### config.mk
export PLATFORM = sky130hd
export DESIGN_NAME = disp_hex_mux
export DESIGN_NICKNAME = d
export VERILOG_FILES = /design/src/rtl/disp_hex_mux.sv
export SDC_FILE = /design/constraint.sdc
export NUM_CORES = 1
export LEC_CHECK = 0
export CAP_MARGIN = 15
export CORE_MARGIN = 2
export CORE_UTILIZATION = 48
export CTS_BUF_LIST = sky130_fd_sc_hd__clkbuf_16
export CTS_CLUSTER_SIZE = 8
export DETAILED_ROUTE_END_ITERATION = 8
export PLACE_DENSITY = 0.74
export SLEW_MARGIN = 20
export SYNTH_ARGS = -nofsm -noshare
export SYNTH_HDL_FRONTEND = slang
export SYNTH_SLANG_ARGS = --single-unit
### constraint.sdc
create_clock -name clk -period 2 [get_ports clk]
set_input_delay 0.2 -clock clk [delete_from_list [all_inputs] [get_ports clk]]
set_output_delay 0.2 -clock clk [all_outputs]
set_load 0.02 [all_outputs]
### src/rtl/disp_hex_mux.sv
// Four-digit multiplexed 7-segment driver with per-digit blank/blink, dead cycle and scan-boundary snapshot.
// Latency: outputs registered, one clk behind the slot state; no backpressure (level inputs, sampled at end of scan).
module disp_hex_mux #(
    parameter int REFRESH_DIV = 100000,
    parameter int BLINK_SCANS = 64
) (
    input  logic       clk,
    input  logic       rst,
    input  logic [3:0] hex0,
    input  logic [3:0] hex1,
    input  logic [3:0] hex2,
    input  logic [3:0] hex3,
    input  logic [3:0] dp_in,
    input  logic [3:0] blank,
    input  logic [3:0] blink_en,
    output logic [3:0] an,
    output logic [6:0] sseg,
    output logic       dp
);

    localparam int CW = (REFRESH_DIV > 1) ? $clog2(REFRESH_DIV) : 1;
    localparam int SW = (BLINK_SCANS > 1) ? $clog2(BLINK_SCANS) : 1;
    localparam logic [CW-1:0] CNT_LAST  = CW'(REFRESH_DIV - 1);
    localparam logic [SW-1:0] SCAN_LAST = SW'(BLINK_SCANS - 1);

    logic [CW-1:0]   r_cnt;
    logic [1:0]      r_idx;
    logic [SW-1:0]   r_scan;
    logic            r_phase;
    logic [3:0][3:0] r_hex_sh;
    logic [3:0]      r_dp_sh;
    logic [3:0]      r_blank_sh;
    logic [3:0]      r_blink_sh;
    logic [3:0]      r_an;
    logic [6:0]      r_sseg;
    logic            r_dp;

    logic            w_wrap;
    logic            w_eos;
    logic            w_dark;
    logic [3:0]      w_hex_cur;
    logic [6:0]      w_seg;
    logic [3:0]      w_an_nxt;
    logic [6:0]      w_sseg_nxt;
    logic            w_dp_nxt;

    assign w_wrap    = (r_cnt == CNT_LAST);
    assign w_eos     = w_wrap && (r_idx == 2'd3);
    assign w_hex_cur = r_hex_sh[r_idx];
    // blank wins over blink; the anode stays driven either way to keep brightness even
    assign w_dark    = r_blank_sh[r_idx] || (r_blink_sh[r_idx] && !r_phase);

    always_comb begin
        w_seg = 7'b1111111;
        case (w_hex_cur)
            4'h0: w_seg = 7'b1000000;
            4'h1: w_seg = 7'b1111001;
            4'h2: w_seg = 7'b0100100;
            4'h3: w_seg = 7'b0110000;
            4'h4: w_seg = 7'b0011001;
            4'h5: w_seg = 7'b0010010;
            4'h6: w_seg = 7'b0000010;
            4'h7: w_seg = 7'b1111000;
            4'h8: w_seg = 7'b0000000;
            4'h9: w_seg = 7'b0010000;
            4'hA: w_seg = 7'b0001000;
            4'hB: w_seg = 7'b0000011;
            4'hC: w_seg = 7'b1000110;
            4'hD: w_seg = 7'b0100001;
            4'hE: w_seg = 7'b0000110;
            4'hF: w_seg = 7'b0001110;
            default: w_seg = 7'b1111111;
        endcase
    end

    always_comb begin
        w_an_nxt   = 4'b1111;
        w_sseg_nxt = 7'b1111111;
        w_dp_nxt   = 1'b1;
        if (r_cnt != '0) begin
            w_an_nxt = ~(4'b0001 << r_idx);
            if (!w_dark) begin
                w_sseg_nxt = w_seg;
                w_dp_nxt   = ~r_dp_sh[r_idx];
            end
        end
    end

    always_ff @(posedge clk) begin
        if (!rst) begin
            r_cnt      <= '0;
            r_idx      <= 2'd0;
            r_scan     <= '0;
            r_phase    <= 1'b1;
            r_hex_sh   <= '0;
            r_dp_sh    <= '0;
            r_blank_sh <= '0;
            r_blink_sh <= '0;
            r_an       <= 4'b1111;
            r_sseg     <= 7'b1111111;
            r_dp       <= 1'b1;
        end else begin
            r_cnt  <= w_wrap ? '0 : r_cnt + 1'b1;
            r_an   <= w_an_nxt;
            r_sseg <= w_sseg_nxt;
            r_dp   <= w_dp_nxt;
            if (w_wrap) begin
                r_idx <= r_idx + 2'd1;
            end
            if (w_eos) begin
                r_hex_sh   <= {hex3, hex2, hex1, hex0};
                r_dp_sh    <= dp_in;
                r_blank_sh <= blank;
                r_blink_sh <= blink_en;
                if (r_scan == SCAN_LAST) begin
                    r_scan  <= '0;
                    r_phase <= ~r_phase;
                end else begin
                    r_scan <= r_scan + 1'b1;
                end
            end
        end
    end

    assign an   = r_an;
    assign sseg = r_sseg;
    assign dp   = r_dp;

endmodule
==> reports/qor.txt, run 1 <==
Int Power - 2.41 mW
Crit-path slowest cell - mux4_2
Non-Filler Instances - 486
Chip width - 85.1 um
Total clock sinks - 66
Hpwl dp - 5.04 mm
Vias in the first global route - 2570
Slew headroom - 0.700
Max FO, Critical Path - 5
Final period utilization - 0.949
Die H - 85.1 um
First-pass GRT wire length - 12.4 mm
GPL Wtd Cong - 0.832
Worst min path class - input port to flop
Clk_skew - 0.00521 ns
Antenna violations before repair - 0
Number of flops mapped to enable cells by yosys - 0
Crit path DAT - 2.10 ns
Syn-to-layout area delta - 28.4%
Routed Antenna Nets - 0
Rows - 29
Number of diodes - 0
Top FF cell, synth - dfxtp_1
Most common cell after layout, fill and taps aside - dfxtp_1
Overall global routing resource usage - 0.213
Area contributors post-synth - dfxtp_1, nand4_1, a21oi_1
Clock share of power - 0.511
Core Area - 0.00635 sq mm
Yosys warnings - 0
First-pass DRT Iterations - 5
Clk buf depth - 2
Distinct cells, synth - 39
RSZ-0062 raised after global routing - no
Max incr delay on CP - 0.57 ns
NetSw - 705 uW
Crit-path leading delay family - multiplexers
Outcome - completed
Final Setup Violations - 0
Post-synthesis register bit count - 66
Post-synth top area share - 0.419
Syn Std Cell Area - 0.00316 sq mm
Combinational power share - 0.058
Residual DRC - 0
Via count - 2840
Routed wire length - 7.47 mm
Via density - 5.84
Placed Cells - 467
Layout cells sized above 1 - 0.139
Min-Delay Path Depth - 3
Sw frac - 0.226
WP data required - 2.20 ns
Startpoint types - flop
Critical Path End Type - flop
Mapped Nets - 400
Io pins - 42
H-tree lvl count - 3
1st-iter DRT viols - 245
CTS tree - built
Worst Reg-to-Reg Cells - 6
Worst-Skew Late Latency - 0.33 ns
VDD IR max - 0.530 mV
Post-layout min period - 1.90 ns
Clock-pin slew on the worst setup and hold paths - 0.06 ns
Syn Inst Count - 357
Avg WL per Cell - 15.4 um
F_max - 527 MHz
Place WS - 0.0369 ns
Syn_area_per_cell - 8.84 sq um
Worst-margin pin slew - 0.446 ns
Post-route setup slack - 0.102 ns
Setup_tns - 0 ns
Initial Util - 0.497
I/O Buffers - 41
Asr flop ratio synth - 0
Final hold vios - 0
CTS buffer count - 9
Leak - 1.43 nW
Number of cells on the critical path - 6
Most frequent cells in the layout - dfxtp_1, a21oi_1, clkdlybuf4s50_1
Gr ovfl total - 0
Root Buffer - clkbuf_16
Nets - 447
P per Cell Area - 769 mW/mm^2
Seq/Total Area, Yosys - 0.419
Slew Limit Fails - 0
Cell Chain, Critical Path - buf_6 -> mux4_2 -> buf_4 -> ha_1 -> mux2i_1 -> o211ai_1
Dominant cell type by area after synthesis - dfxtp_1
Die footprint - 0.00724 sq mm
Crit Path Class - flop to flop
Max_cap viols - 0
Largest net degree at the start of global routing - 35
Worst path buffer plus inverter count - 2
Flop pwr share - 0.431
[state kept, by name, indices dropped and copies added (netlist names), 2 cells and up]
| signal | cells |
|---|---|
| r_cnt | 17 |
| r_hex_sh | 16 |
| sseg | 7 |
| r_scan | 6 |
| an | 4 |
| r_blank_sh | 4 |
| r_blink_sh | 4 |
| r_dp_sh | 4 |
| r_idx | 2 |
[cells by family (layout without fill, tap and decap cells)]
logic type | after synthesis | after routing | share of synthesized area
flip-flops | 66 | 66 | 0.419
multiplexers | 12 | 12 | 0.0698
adder cells (fa/ha/maj) | 13 | 13 | 0.0515
XOR/XNOR | 14 | 14 | 0.0389
AND/OR/NAND/NOR | 110 | 110 | 0.195
buffers and inverters | 45 | 97 | 0.0575
AO/OA/AOI/OAI | 97 | 97 | 0.169
[final cells by class]
type | instances | area [sq um]
timing repair buffer | 65 | 607
clock inverter | 7 | 78.8
sequential | 66 | 1320
inverter | 16 | 60.1
clock buffer | 9 | 225
fill | 502 | 2300
multi-input combinational | 246 | 1660
tap | 77 | 96.3
[layer usage]
metal | up-vias | wire (um) | GRT usage
li1 | 1397 | - | -
met1 | 1340 | 3520 | 0.298
met2 | 94 | 3510 | 0.329
met5 | - | 0 | 0
met3 | 9 | 338 | 0.0409
met4 | 0 | 93 | 0.0808
[tightest hold or removal path: stages]
cell             delay [ns]
clkdlybuf4s50_1        0.40
nand4_1                0.07
a21oi_1                0.06
[power by group through the flow]
stage / Sequential (mW) / Combinational (mW) / Clock, mW
after CTS: 1.34 / 0.182 / 1.60
after global routing: 1.34 / 0.196 / 1.67
after global placement: 1.37 / 0.179 / 0
final: 1.34 / 0.182 / 1.59
after detailed placement: 1.37 / 0.181 / 0
after floorplan: 1.39 / 0.0463 / 0
[path summary, 6_finish.rpt]
| path | start | endpoint | slack, ns |
|---|---|---|---|
| setup / recovery | r_idx[0] | sseg[4] | 0.10 |
| hold / removal | hex1[0] | r_hex_sh[4] | 0.44 |
| setup reg to reg | r_idx[0] | sseg[4] | 0.10 |
| hold reg to reg | r_blank_sh[1] | r_blank_sh[1] | 0.47 |
[stage by stage]
step | power (mW) | hold WS, ns | instance area [sq um] | util
finish | 3.12 | 0.440 | 4050 | 0.638
global route | 3.21 | 0.452 | 4050 | 0.638
CTS | 3.13 | 0.438 | 4020 | 0.634
detailed placement | 1.55 | 0.465 | 3720 | 0.586
global placement | 1.55 | 0.456 | 3720 | 0.586
floorplan | 1.44 | 0.354 | 3160 | -
[Yosys cell counts, types with 7 or more instances]
master     n
dfxtp_1   66
a21oi_1   42
nand4_1   38
o21ai_0   38
clkbuf_1  23
nor2_1    16
inv_1     15
nand2_1   15
ha_1      13
nand3_1   11
xor2_1    11
mux4_2     8
or3_1      7
[what timing repair did]
action | CTS | global route
endpoints found under the setup margin | 0 | 11
setup buffers | 0 | 3
hold buffers | 0 | 0
resized for setup | 0 | 4
Power figures use the tool's default switching activity.
==> run 2, diff against run 1 <==
Settings changed: CORE_UTILIZATION 48 to 49, PLACE_DENSITY 0.74 to 0.75.
==> reports/qor.txt, run 2 (synthesis results as in run 1) <==
Outcome - completed
Place WS - 0.116 ns
Crit-path slowest cell - mux4_2
Root Buffer - clkbuf_16
I/O Buffers - 41
GPL Wtd Cong - 0.786
Via count - 2907
Antenna violations before repair - 0
Max FO, Critical Path - 5
Final period utilization - 0.965
Die footprint - 0.00710 sq mm
Most used cell, CP - buf_4
Setup_tns - 0 ns
Non-Filler Instances - 485
Hpwl dp - 4.96 mm
Io pins - 42
Post-route setup slack - 0.0707 ns
WP data required - 2.21 ns
1st-iter DRT viols - 172
Worst reg2reg startpoint - r_idx[0]
Via density - 5.99
Largest Register - r_cnt
Cts-stage hold buffer count - 0
Placed Cells - 466
Worst Reg-to-Reg Cells - 7
Clk_skew - 0.00682 ns
Most frequent cells in the layout - dfxtp_1, a21oi_1, clkdlybuf4s50_1
Residual DRC - 0
Multi-input logic area - 0.00167 sq mm
Vias in the first global route - 2642
F_max - 518 MHz
Layout cells sized above 1 - 0.135
Startpoint types - flop
Clock-pin slew on the worst setup and hold paths - 0.06 ns
Most common cell after layout, fill and taps aside - dfxtp_1
Nets - 446
Die H - 84.3 um
Slew headroom - 0.726
Total clock sinks - 66
Worst path buffer plus inverter count - 3
RSZ-0062 raised after global routing - no
Slew Limit Fails - 0
VDD IR max - 0.696 mV
CTS buffer count - 9
CTS tree - built
Worst-Skew Late Latency - 0.33 ns
Worst min path class - input port to flop
Leak - 1.43 nW
Largest net degree at the start of global routing - 35
WHS Endpoint - r_dp_sh[3]
Post-layout min period - 1.93 ns
Critical Path End Type - flop
Number of diodes - 0
Worst reg2reg path endpoint - sseg[3]
Avg WL per Cell - 15.2 um
First-pass DRT Iterations - 5
Chip width - 84.3 um
Core Area - 0.00628 sq mm
Rows - 29
First-pass GRT wire length - 12.4 mm
Final hold vios - 0
P per Cell Area - 756 mW/mm^2
Overall global routing resource usage - 0.217
Clk buf depth - 2
Max_cap viols - 0
Initial Util - 0.503
H-tree lvl count - 3
Crit Path Class - flop to flop
Worst-margin pin slew - 0.408 ns
Max incr delay on CP - 0.57 ns
Gr ovfl total - 0
Register area - 0.00132 sq mm
Fillers - 513
Final Power - 3.07 mW
Hold Crit Start - dp_in[3]
Layout Utilization - 0.647
R2R setup slack - 0.07 ns
Routed wire length - 7.39 mm
Max reg flops - 17
Min-Delay Path Depth - 3
Final Setup Violations - 0
Routed Antenna Nets - 0
Cell Chain, Critical Path - buf_4 -> mux4_2 -> buf_4 -> buf_4 -> ha_1 -> mux2i_1 -> o211ai_1
Crit-path leading delay family - multiplexers
Syn-to-layout area delta - 28.7%
Crit path DAT - 2.14 ns
run 2: changes by cell type in the layout (fill, tap and decap cells not counted), sizes merged:
cell and change:
clkinv +1, buf -1, inv -1
run 2: area by class of cell:
cell class	instances	share of cell area
Multi-Input combinational cell	246	0.411
Sequential cell	66	0.325
Timing Repair Buffer	64	0.153
Clock buffer	9	0.0555
Tap cell	77	0.0237
Clock inverter	7	0.0173
Inverter	16	0.0148
run 2: what timing repair did:
action                                  4_1_cts  5_1_grt
resized for setup                             0        3
buffers inserted                              0        3
endpoints found under the setup margin        0        7
run 2: worst min-delay path, delay by kind of cell:
family                 cells  cell delay, ns
buffers and inverters      1            0.40
AND/OR/NAND/NOR            1            0.07
AO/OA/AOI/OAI              1            0.06
run 2: metrics by stage:
stage          hold WS, ns  cell area [sq um]
6_report             0.433               4060
4_1_cts              0.432               4030
2_1_floorplan        0.354               3160
3_3_place_gp         0.458               3740
3_5_place_dp         0.464               3740
5_1_grt              0.450               4060
run 2: worst max-delay path by stage:
stage               cells past startpoint        end      from
finish                                  7    sseg[3]  r_idx[0]
global route                            6    sseg[4]  r_idx[0]
CTS                                     5    sseg[6]  r_idx[0]
detailed placement                      5    sseg[6]  r_idx[0]
global placement                        5    sseg[6]  r_idx[0]
floorplan                               7  r_scan[3]  r_cnt[0]
run 2: per-layer routing:
metal  global-route usage  vias up  share of wire
li1                     -     1399              -
met1                0.291     1403           0.46
met2                0.333       85           0.47
met3               0.0551       20          0.049
met4               0.0968        0          0.025
met5                    0        -              0
run 2: power breakdown:
| part | internal [mW] | leakage, nW | total, mW | switching (mW) |
|---|---|---|---|---|
| Clock | 0.958 | 0.135 | 1.54 | 0.585 |
| Combinational | 0.103 | 0.762 | 0.182 | 0.0793 |
| Sequential | 1.34 | 0.534 | 1.34 | 0.00824 |
| Total | 2.40 | 1.43 | 3.07 | 0.673 |
==> run 3, diff against run 2 <==
Settings changed: ABC_AREA from default to 1, CORE_UTILIZATION 49 to 50, PLACE_DENSITY 0.75 to 0.76.
==> reports/qor.txt, run 3 <==
Outcome - completed
CTS tree - built
Distinct cells, synth - 26
Leak - 1.71 nW
Resized cells post-CTS - 0
Crit-path leading delay family - flip-flops
Cts-stage hold buffer count - 0
Worst path buffer plus inverter count - 2
Post-synthesis register bit count - 66
Setup bufs post-CTS - 0
Max FO, Critical Path - 11
Routed wire length - 7.18 mm
Largest Register - r_cnt
Clk buf depth - 2
I/O Buffers - 41
Post-synth top cells - nand2_1, nor2_1, dfxtp_1
Slew Limit Fails - 0
Via count - 3079
RSZ-0062 raised after global routing - no
Die H - 84.5 um
Most common cell in the netlist - nand2_1
Seq/Total Area, Yosys - 0.408
Max incr delay on CP - 0.57 ns
Clock-pin slew on the worst setup and hold paths - 0.05 ns
Die footprint - 0.00714 sq mm
Syn Std Cell Area - 0.00324 sq mm
Post-synth top area share - 0.408
Setup_tns - 0 ns
First-pass GRT wire length - 12.3 mm
Slew headroom - 0.726
1st-iter DRT viols - 194
Io pins - 42
Worst min path class - input port to flop
Fillers - 545
WP data required - 2.20 ns
Final Setup Violations - 0
F_max - 563 MHz
Syn Inst Count - 463
Via density - 5.22
Worst-Skew Late Latency - 0.33 ns
Top FF cell, synth - dfxtp_1
Mapped Nets - 506
GPL Wtd Cong - 0.940
H-tree lvl count - 3
Register area - 0.00132 sq mm
Antenna violations before repair - 0
Layout cells sized above 1 - 0.0799
Multi-input logic area - 0.00169 sq mm
Hpwl dp - 5.04 mm
Critical Path End Type - flop
Syn-to-layout area delta - 24.9%
Yosys warnings - 0
Cell Chain, Critical Path - inv_2 -> o211ai_1 -> nand2_1 -> ha_1 -> inv_1 -> a21oi_1 -> o21ai_1 -> nand3_1
Initial Util - 0.513
Post-layout min period - 1.77 ns
Gr ovfl total - 0
Vias in the first global route - 2801
Fin Hold WS - 0.448 ns
Core Area - 0.00631 sq mm
P per Cell Area - 778 mW/mm^2
Most frequent cells in the layout - nand2_1, nor2_1, dfxtp_1
Crit-path slowest cell - dfxtp_1
Number of diodes - 0
Syn_area_per_cell - 7.00 sq um
Post-route setup slack - 0.225 ns
Chip width - 84.5 um
Max reg flops - 17
Residual DRC - 0
Final period utilization - 0.887
Max_cap viols - 0
CTS buffer count - 9
Rows - 29
Area contributors post-synth - dfxtp_1, nand2_1, nor2_1
First-pass DRT Iterations - 5
Crit Path Class - flop to flop
Overall global routing resource usage - 0.214
Avg WL per Cell - 12.2 um
VDD IR max - 0.511 mV
Clk_skew - 0.00461 ns
Asr flop ratio synth - 0
Routed Antenna Nets - 0
Largest net degree at the start of global routing - 31
Number of flops mapped to enable cells by yosys - 0
Nets - 551
Dominant cell type by area after synthesis - dfxtp_1
Startpoint types - flop
Place WS - 0.205 ns
Worst-margin pin slew - 0.410 ns
Total clock sinks - 66
Most common cell after layout, fill and taps aside - nand2_1
Crit path DAT - 1.97 ns
Final hold vios - 0
Root Buffer - clkbuf_16
==> run 3: cell types whose count changed after synthesis, sizes merged, moves of 5 or more <==
cell / delta
nand3: +26
clkbuf: -18
mux4: -8
or3: -8
a21oi: -22
nand2: +84
nand4: -28
nor2: +87
inv: +23
buf: +5
==> run 3: power by group <==
part	internal, mW	total, mW	switching (mW)
combinational	0.0905	0.160	0.0691
clock	1.08	1.65	0.572
sequential	1.34	1.34	0.00735
==> run 3: kinds of logic after synthesis <==
| kind of cell | Yosys count | synth area share |
|---|---|---|
| buffers and inverters | 54 | 0.0726 |
| AOI/OAI and AO/OA | 64 | 0.100 |
| and+or+nand+nor | 258 | 0.348 |
| xor gates and xnor gates | 8 | 0.0216 |
| adders and majority gates | 13 | 0.0502 |
| DFF | 66 | 0.408 |
==> run 3: through the flow <==
stage | instances | power (mW) | util | instance area (sq um)
6_report | 590 | 3.15 | 0.641 | 4050
5_1_grt | 590 | 3.23 | 0.641 | 4050
4_1_cts | 590 | 3.17 | 0.641 | 4050
3_5_place_dp | 574 | 1.53 | 0.592 | 3740
3_3_place_gp | 574 | 1.53 | 0.592 | 3740
2_1_floorplan | 463 | 1.43 | - | 3240
==> run 3: path summary, 6_finish.rpt <==
kind,startpoint,end,slack (ns),cells past startpoint
max,r_idx[1],sseg[0],0.23,8
min,hex1[3],r_hex_sh[7],0.45,3
max reg2reg,r_idx[1],sseg[0],0.23,8
min reg2reg,r_cnt[0],r_cnt[0],0.46,1
==> run 3: layout make-up <==
| class | count | area share |
|---|---|---|
| Sequential cell | 66 | 0.326 |
| Clock inverter | 7 | 0.0213 |
| Multi-Input combinational cell | 343 | 0.416 |
| Tap cell | 77 | 0.0238 |
| Timing Repair Buffer | 50 | 0.121 |
| Clock buffer | 9 | 0.0556 |
| Inverter | 38 | 0.0352 |
==> run 3: tightest hold or removal path, delay by kind of cell <==
kind / cells / cell delay, ns
buf+inv: 1 / 0.39
simple gates: 2 / 0.15
==> run 3: routing by layer <==
layer,GRT usage,vias up,wire length [um]
met4,0.108,0,155
li1,-,1579,-
met1,0.280,1390,3430
met5,0,-,0
met3,0.0452,12,383
met2,0.333,98,3210
